## src/rtl/ysyx_22050039_lsu.sv

```systemverilog
// Load/store unit: one valid/ready data-memory transaction per accepted request,
// with byte-lane placement for stores and sign/zero extension for loads.
module ysyx_22050039_lsu #(
  parameter int XLEN   = 64,
  parameter int STRB_W = XLEN / 8
) (
  input  logic              clk,
  input  logic              rst,
  input  logic              req_valid,
  output logic              req_ready,
  input  logic              req_wen,
  input  logic [1:0]        req_size,
  input  logic              req_unsigned,
  input  logic [XLEN-1:0]   req_addr,
  input  logic [XLEN-1:0]   req_wdata,
  output logic              resp_valid,
  output logic [XLEN-1:0]   resp_rdata,
  output logic              misalign,
  output logic              stall,
  output logic              mem_valid,
  input  logic              mem_ready,
  output logic              mem_wen,
  output logic [XLEN-1:0]   mem_addr,
  output logic [XLEN-1:0]   mem_wdata,
  output logic [STRB_W-1:0] mem_wmask,
  input  logic              mem_rvalid,
  input  logic [XLEN-1:0]   mem_rdata
);

  typedef enum logic [2:0] {S_IDLE, S_REQ, S_WAIT, S_DONE, S_ERR} state_t;

  typedef struct packed {
    logic            wen;
    logic [1:0]      size;
    logic            uns;
    logic [XLEN-1:0] addr;
    logic [XLEN-1:0] wdata;
  } req_t;

  state_t              state, state_nxt;
  req_t                req_q;
  logic [XLEN-1:0]     rdata_q, load_ext, shifted;
  logic [2:0]          off;
  logic [5:0]          bit_off;
  logic [STRB_W-1:0]   base_mask;
  logic                aligned;
  logic                accept;

  assign accept  = (state == S_IDLE) && req_valid;
  assign off     = req_q.addr[2:0];
  assign bit_off = {off, 3'b000};
  assign shifted = mem_rdata >> bit_off;

  always_comb begin
    case (req_size)
      2'd0:    aligned = 1'b1;
      2'd1:    aligned = ~req_addr[0];
      2'd2:    aligned = (req_addr[1:0] == 2'b00);
      default: aligned = (req_addr[2:0] == 3'b000);
    endcase
  end

  always_comb begin
    case (req_q.size)
      2'd0:    base_mask = STRB_W'(8'h01);
      2'd1:    base_mask = STRB_W'(8'h03);
      2'd2:    base_mask = STRB_W'(8'h0F);
      default: base_mask = STRB_W'(8'hFF);
    endcase
  end

  // Doubleword loads fill the whole register, so req_unsigned is moot there.
  always_comb begin
    case (req_q.size)
      2'd0:    load_ext = req_q.uns ? {{(XLEN-8){1'b0}}, shifted[7:0]}
                                    : {{(XLEN-8){shifted[7]}}, shifted[7:0]};
      2'd1:    load_ext = req_q.uns ? {{(XLEN-16){1'b0}}, shifted[15:0]}
                                    : {{(XLEN-16){shifted[15]}}, shifted[15:0]};
      2'd2:    load_ext = req_q.uns ? {{(XLEN-32){1'b0}}, shifted[31:0]}
                                    : {{(XLEN-32){shifted[31]}}, shifted[31:0]};
      default: load_ext = shifted;
    endcase
  end

  always_comb begin
    state_nxt = state;
    case (state)
      S_IDLE:  if (req_valid)  state_nxt = aligned ? S_REQ : S_ERR;
      S_REQ:   if (mem_ready)  state_nxt = req_q.wen ? S_DONE : S_WAIT;
      S_WAIT:  if (mem_rvalid) state_nxt = S_DONE;
      S_DONE:  state_nxt = S_IDLE;
      S_ERR:   state_nxt = S_IDLE;
      default: state_nxt = S_IDLE;
    endcase
  end

  always_comb begin
    req_ready  = (state == S_IDLE);
    // Qualified by rst so every output except req_ready is 0 while in reset.
    stall      = (accept && rst) || (state == S_REQ) || (state == S_WAIT);
    mem_valid  = 1'b0;
    mem_wen    = 1'b0;
    mem_addr   = '0;
    mem_wdata  = '0;
    mem_wmask  = '0;
    resp_valid = (state == S_DONE) || (state == S_ERR);
    misalign   = (state == S_ERR);
    if (state == S_REQ) begin
      mem_valid = 1'b1;
      mem_wen   = req_q.wen;
      mem_addr  = {req_q.addr[XLEN-1:3], 3'b000};
      if (req_q.wen) begin
        mem_wdata = req_q.wdata << bit_off;
        mem_wmask = base_mask << off;
      end
    end
  end

  assign resp_rdata = rdata_q;

  always_ff @(posedge clk or negedge rst) begin
    if (!rst) begin
      state   <= S_IDLE;
      req_q   <= '0;
      rdata_q <= '0;
    end else begin
      state <= state_nxt;
      if (accept) begin
        req_q <= '{wen: req_wen, size: req_size, uns: req_unsigned,
                   addr: req_addr, wdata: req_wdata};
        if (!aligned) rdata_q <= '0;
      end
      if (state == S_REQ && mem_ready && req_q.wen) rdata_q <= '0;
      if (state == S_WAIT && mem_rvalid)            rdata_q <= load_ext;
    end
  end

endmodule

```

## config.mk

```make
export PLATFORM = sky130hd
export DESIGN_NAME = ysyx_22050039_lsu
export DESIGN_NICKNAME = d
export VERILOG_FILES = /design/src/rtl/ysyx_22050039_lsu.sv
export SDC_FILE = /design/constraint.sdc
export NUM_CORES = 1
export LEC_CHECK = 0
export CAP_MARGIN = 20
export CORE_UTILIZATION = 30
export DETAILED_ROUTE_END_ITERATION = 8
export PLACE_DENSITY = 0.56
export SLEW_MARGIN = 40
export SYNTH_ARGS = -nofsm -noshare
export SYNTH_HDL_FRONTEND = slang
export SYNTH_SLANG_ARGS = --single-unit
export TNS_END_PERCENT = 30
```

## constraint.sdc

```tcl
create_clock -name clk -period 1.9 [get_ports clk]
set_input_delay 0.285 -clock clk [delete_from_list [all_inputs] [get_ports clk]]
set_output_delay 0.285 -clock clk [all_outputs]
set_load 0.01 [all_outputs]
```

==> Word-level counts from Yosys, hierarchy flattened <==
Cells that the tools add are included.
{ "totals": {"word_cells": 62, "input_bits": 201, "register_bits": 199} }
{ "op_classes": {"bitwise_logic": 1, "shifts": 3, "muxes": 23, "eq_ne": 12, "n_reduce_logical": 16} }
{ "ops": {"columns": ["cell", "count"], "rows": [
  ["two-way mux 64 bit", 10],
  ["case mux 64 bit (3 select lines)", 1],
  ["left shift 64 x 6 -> 64 bit", 1],
  ["right shift 64 x 6 -> 64 bit", 1],
  ["case mux 8 bit (3 select lines)", 1],
  ["two-way mux 8 bit", 2],
  ["two-way mux 3 bit", 4],
  ["case mux 3 bit (3 select lines)", 1],
  ["left shift 8 x 3 -> 8 bit", 1],
  ["equality test 3 x 2 -> 1 bit, second input constant", 2],
  ["logical NOT 2 bit", 3],
  ["logical NOT 3 bit", 2],
  ["!= test 2 bit, second input constant", 3],
  ["logical AND 1 bit", 5],
  ["equality test 2 x 1 -> 1 bit, second input constant", 2],
  ["equality test 2 bit, second input constant", 2],
  ["equality test 3 x 1 -> 1 bit, second input constant", 1],
  ["equality test 3 bit, second input constant", 1],
  ["logical OR 1 bit", 3],
  ["two-way mux 1 bit", 3],
  ["!= test 3 x 1 -> 1 bit, second input constant", 1],
  ["case mux 1 bit (3 select lines)", 1],
  ["AND reduction 3 bit", 1],
  ["nonzero test 3 bit", 1],
  ["other kinds (2)", 2]
]} }

==> Longest topological paths before layout <==
{ "logic_depth": {"ltp_word": 6, "mapped_depth": 10, "depth_no_buf": 6} }

==> Least setup slack after synthesis <==
No wires, ideal clock.
{ "synth_path": {"path_type": "register to output", "start": "reg req_q (netlist bit bit_off[3])", "end": "out mem_wdata[58]", "path_stages_with_launch": 10, "path_buffers": 5, "arrival_ns": 1.776, "path_slack_ns": -0.161, "t_required_ns": 1.615, "path_cell_list": "dfrtp_1 -> buf_4 -> buf_6 -> buf_6 -> buf_4 -> buf_4 -> mux2i_1 -> a21oi_1 -> a21oi_1 -> nor2_1"} }
{ "synth_between": {"elab_chain_len": 3} }
{ "synth_lines": {"columns": ["element", "line", "text"], "rows": [
  ["start, declared", "41", "req_t req_q;"],
  ["start signal, assigned", "129", "req_q <= '{wen: req_wen, size: req_size, uns: req_unsigned,"],
  ["left shift 64 x 6 -> 64 bit", "113", "mem_wdata = req_q.wdata << bit_off;"],
  ["two-way mux 64 bit", "112", "if (req_q.wen) begin"],
  ["two-way mux 64 bit", "108", "if (state == S_REQ) begin"],
  ["end, declared", "24", "output logic [XLEN-1:0] mem_wdata,"]
]} }
No other way between the ends.

==> Worst setup path after layout <==
{ "layout_path": {"start": "reg state[1]", "end": "out mem_wdata[38]"} }
{ "layout_between": {"elab_chain_len": 2} }
{ "layout_lines": {"columns": ["element", "line", "text"], "rows": [
  ["start, declared", "40", "state_t state, state_nxt;"],
  ["start signal, assigned", "127", "state <= state_nxt;"],
  ["equality test 3 x 1 -> 1 bit", "108", null],
  ["two-way mux 64 bit", "108", null]
]} }
No other way between the ends.

==> results.md <==
* Status: finished with violations
* Failing checks: negative setup slack
* CP cell instances: nor3b_4 > nand2_4 > buf_6 > nor2_4 > clkbuf_16 > a32o_1 > buf_2
* Core outline area at 38800 um^2
* Largest net degree at the start of global routing at 131
* Comb pwr share at 65.6%
* Max_slew headroom at 61.3%
* Psw at 14600 uW
* CTS tree: yes
* First-pass GRT wire length at 73.9 mm
* DIE AREA at 40400 um^2
* Final std cells w/o fill at 2237
* Starting DRT DRC Count at 702
* Most common library cell in the layout ignoring fill and taps: clkdlybuf4s50_1
* EDFF count, synth at 0
* Critical path class: reg2out
* Fmax at 402 MHz
* DP HPWL at 35.7 mm
* R2R cell count at 9
* Total power divided by cell area at 1680 nW/um^2
* Max IR drop VDD at 809 uV
* Finish-stage setup viols at 295
* Max-cap violation count at 0
* Vias in the first global route at 11826
* Port bufs at 403
* Min cycle time layout at 2.49 ns
* R2r startpoint: bit_off[3]
* Post-Place Setup Slack at -0.557 ns
* Final hold vios at 0
* Internal power at 19400 uW
* Count of cell types in the netlist at 50
* Crit path DAT at 2.21 ns
* CP Capture Type: output port
* Switching share of total power at 42.9%
* H-tree depth at 4
* Die width at 201 um
* Setup crit start: state[1]
* First-pass DRT Iterations at 5
* Post-layout util at 52.0%
* Initial antenna violation count at 8
* Cell count after placement at 2126
* Post-Synthesis Cells at 1139
* Clk_skew at 0.0215 ns
* Hold Crit Class: in2async
* TritonCTS Buffers at 17
* Clock power frac at 11.7%
* Sequential share of power at 22.7%
* Setup TNS at -87.89 ns
* Row count at 72
* Die height at 201 um
* Num Clock Sinks at 199
* Worst path max stage delay at 0.42 ns
* Most used DFF post-synth: dfrtp_1
* Vias per inst at 5.29
* Most frequent cells in the layout: clkdlybuf4s50_1 (266), dfrtp_1 (197), buf_4 (165), mux2_2 (140), nand2_1 (114)
* Num ports at 407
* CP max-delay cell: dfrtp_1
* Post-route ant nets at 0
* Reg clk slew, reported paths at 0.08 ns
* Flops & latches, synth at 199
* GRT Resource Usage Total at 24.1%
* Worst skew pair latency at 0.48 ns
* Fill cells at 3502
* Final count of pins violating max slew at 0
* Initial core utilization at 30.6%
* Post-synthesis sequential area ratio at 41.9%
* Crit path max fanout at 6
* YS warnings at 0
* Final nets at 1903
* Overall power at 33900 uW
* Synth async-reset ratio at 100%
* CP Data Required Time at 1.62 ns
* WL/cell at 23.4 um
* Worst Slack Setup Final at -0.590 ns
* Fin crit share at 131%
* Syn avg cell area at 10.4 um^2
* Synthesized area at 11900 um^2
* Area grow syn2layout at 70.1%
* Total wire length at 52.4 mm
* Via count at 11836
* Clock Root Buffer: clkbuf_16
* Remaining DRCs at 0
* Worst Tran Pin Value at 0.581 ns
* Longest Clk Path Bufs at 2
* Leakage at 0.00862 uW
* Gr ovfl total at 0
* Layout cells sized above 1 at 45.7%
* RD Place Congestion at 0.917
* CP startpoint kind: flip-flop
* RSZ-0062 raised after global routing: yes
[Yosys cell counts, types with 2 or more instances]
cell type	n	area, um^2
nand2b_1	3	18.8
a31oi_1	32	200
a22oi_1	18	135
o21bai_1	2	15.0
o221ai_1	17	149
clkbuf_1	51	191
buf_1	5	18.8
a32o_1	8	80.1
a211oi_1	29	218
nor3b_1	3	22.5
a32oi_1	7	61.3
a211o_1	7	61.3
mux4_2	29	653
o211ai_1	2	15.0
and2_1	87	544
buf_4	12	90.1
inv_1	9	33.8
mux2i_1	68	681
dfrtp_1	199	4980
nand2_1	119	447
buf_6	6	67.6
nor2_1	65	244
o22ai_1	8	50.1
nor3_1	3	15.0
a21oi_1	62	310
o21a_1	7	52.6
buf_2	33	165
nor2b_1	18	113
a2bb2oi_1	28	245
o31ai_1	2	15.0
mux2_2	142	1600
o21ai_0	38	190
nand3_1	3	15.0
[state kept, by name, indices dropped and copies added, names as in the netlist]
register / flops
bit_off: 3
req_q: 129
resp_rdata: 64
state: 3
[cell families after synthesis]
logic type / count (synthesis) / synth area share [%]
AO/OA/AOI/OAI: 272 / 15.6
buffers and inverters: 117 / 4.81
flip-flops: 199 / 41.9
multiplexers: 239 / 24.7
other: 1 / 0.0316
AND/OR/NAND/NOR: 311 / 12.9
[final cells by class]
type / count / area, um^2 / share of cell area, %
multi-input cells: 832 / 7580 / 37.5
repair buffers: 642 / 6290 / 31.2
flip-flops and latches: 199 / 4990 / 24.7
well taps: 518 / 648 / 3.21
clock buffers: 17 / 425 / 2.11
clock inverters: 15 / 200 / 0.992
inverters: 10 / 50.0 / 0.248
diodes: 4 / 10.0 / 0.0496
[per-layer routing]
layer  GRT usage (%)  routed length [um]
met1            29.7               21200
met2            40.9               25800
met3            6.61                4030
met4            6.95                1310
met5               0                  49
[worst max-delay path: cells and delay by family (launching register included)]
kind / cells / cell delay [ns]
AO/OA/AOI/OAI: 1 / 0.18
buffers and inverters: 3 / 0.50
flip-flops: 1 / 0.42
AND/OR/NAND/NOR: 3 / 0.64
[metrics by stage]
stage | hold WS (ns) | instance area, um^2
5_1_grt | 0.358 | 20200
6_report | 0.339 | 20200
3_5_place_dp | 0.257 | 17600
4_1_cts | 0.306 | 19100
2_1_floorplan | -0.0106 | 12000
3_3_place_gp | 0.255 | 17600
[power by group through the flow]
stage	Clock [uW]	Combinational [uW]	Sequential, uW
floorplan	0	10200	7180
global placement	0	17300	7530
detailed placement	0	17400	7580
CTS	4060	19300	7560
global route	4190	23500	7930
finish	3970	22300	7720
[timing repair]
item | CTS | global route
setup endpoints to repair | 287 | 329
pin swaps | 29 | 60
buffers inserted | 31 | 22
hold buffers | 1 | 0
gates resized for setup | 561 | 315
hold endpoints to repair | 13 | 0
gates cloned | 6 | 18
[final timing paths]
check                                      end  slack, ns
worst min-delay path            resp_rdata[41]       0.34
worst max register to register  resp_rdata[10]      -0.52
worst max-delay path             mem_wdata[38]      -0.59
min in group clk                    req_q[131]       0.38
worst min register to register   resp_rdata[4]       0.49
max in group asynchronous            req_q[35]       0.52
(Power assumes the default switching activity.)
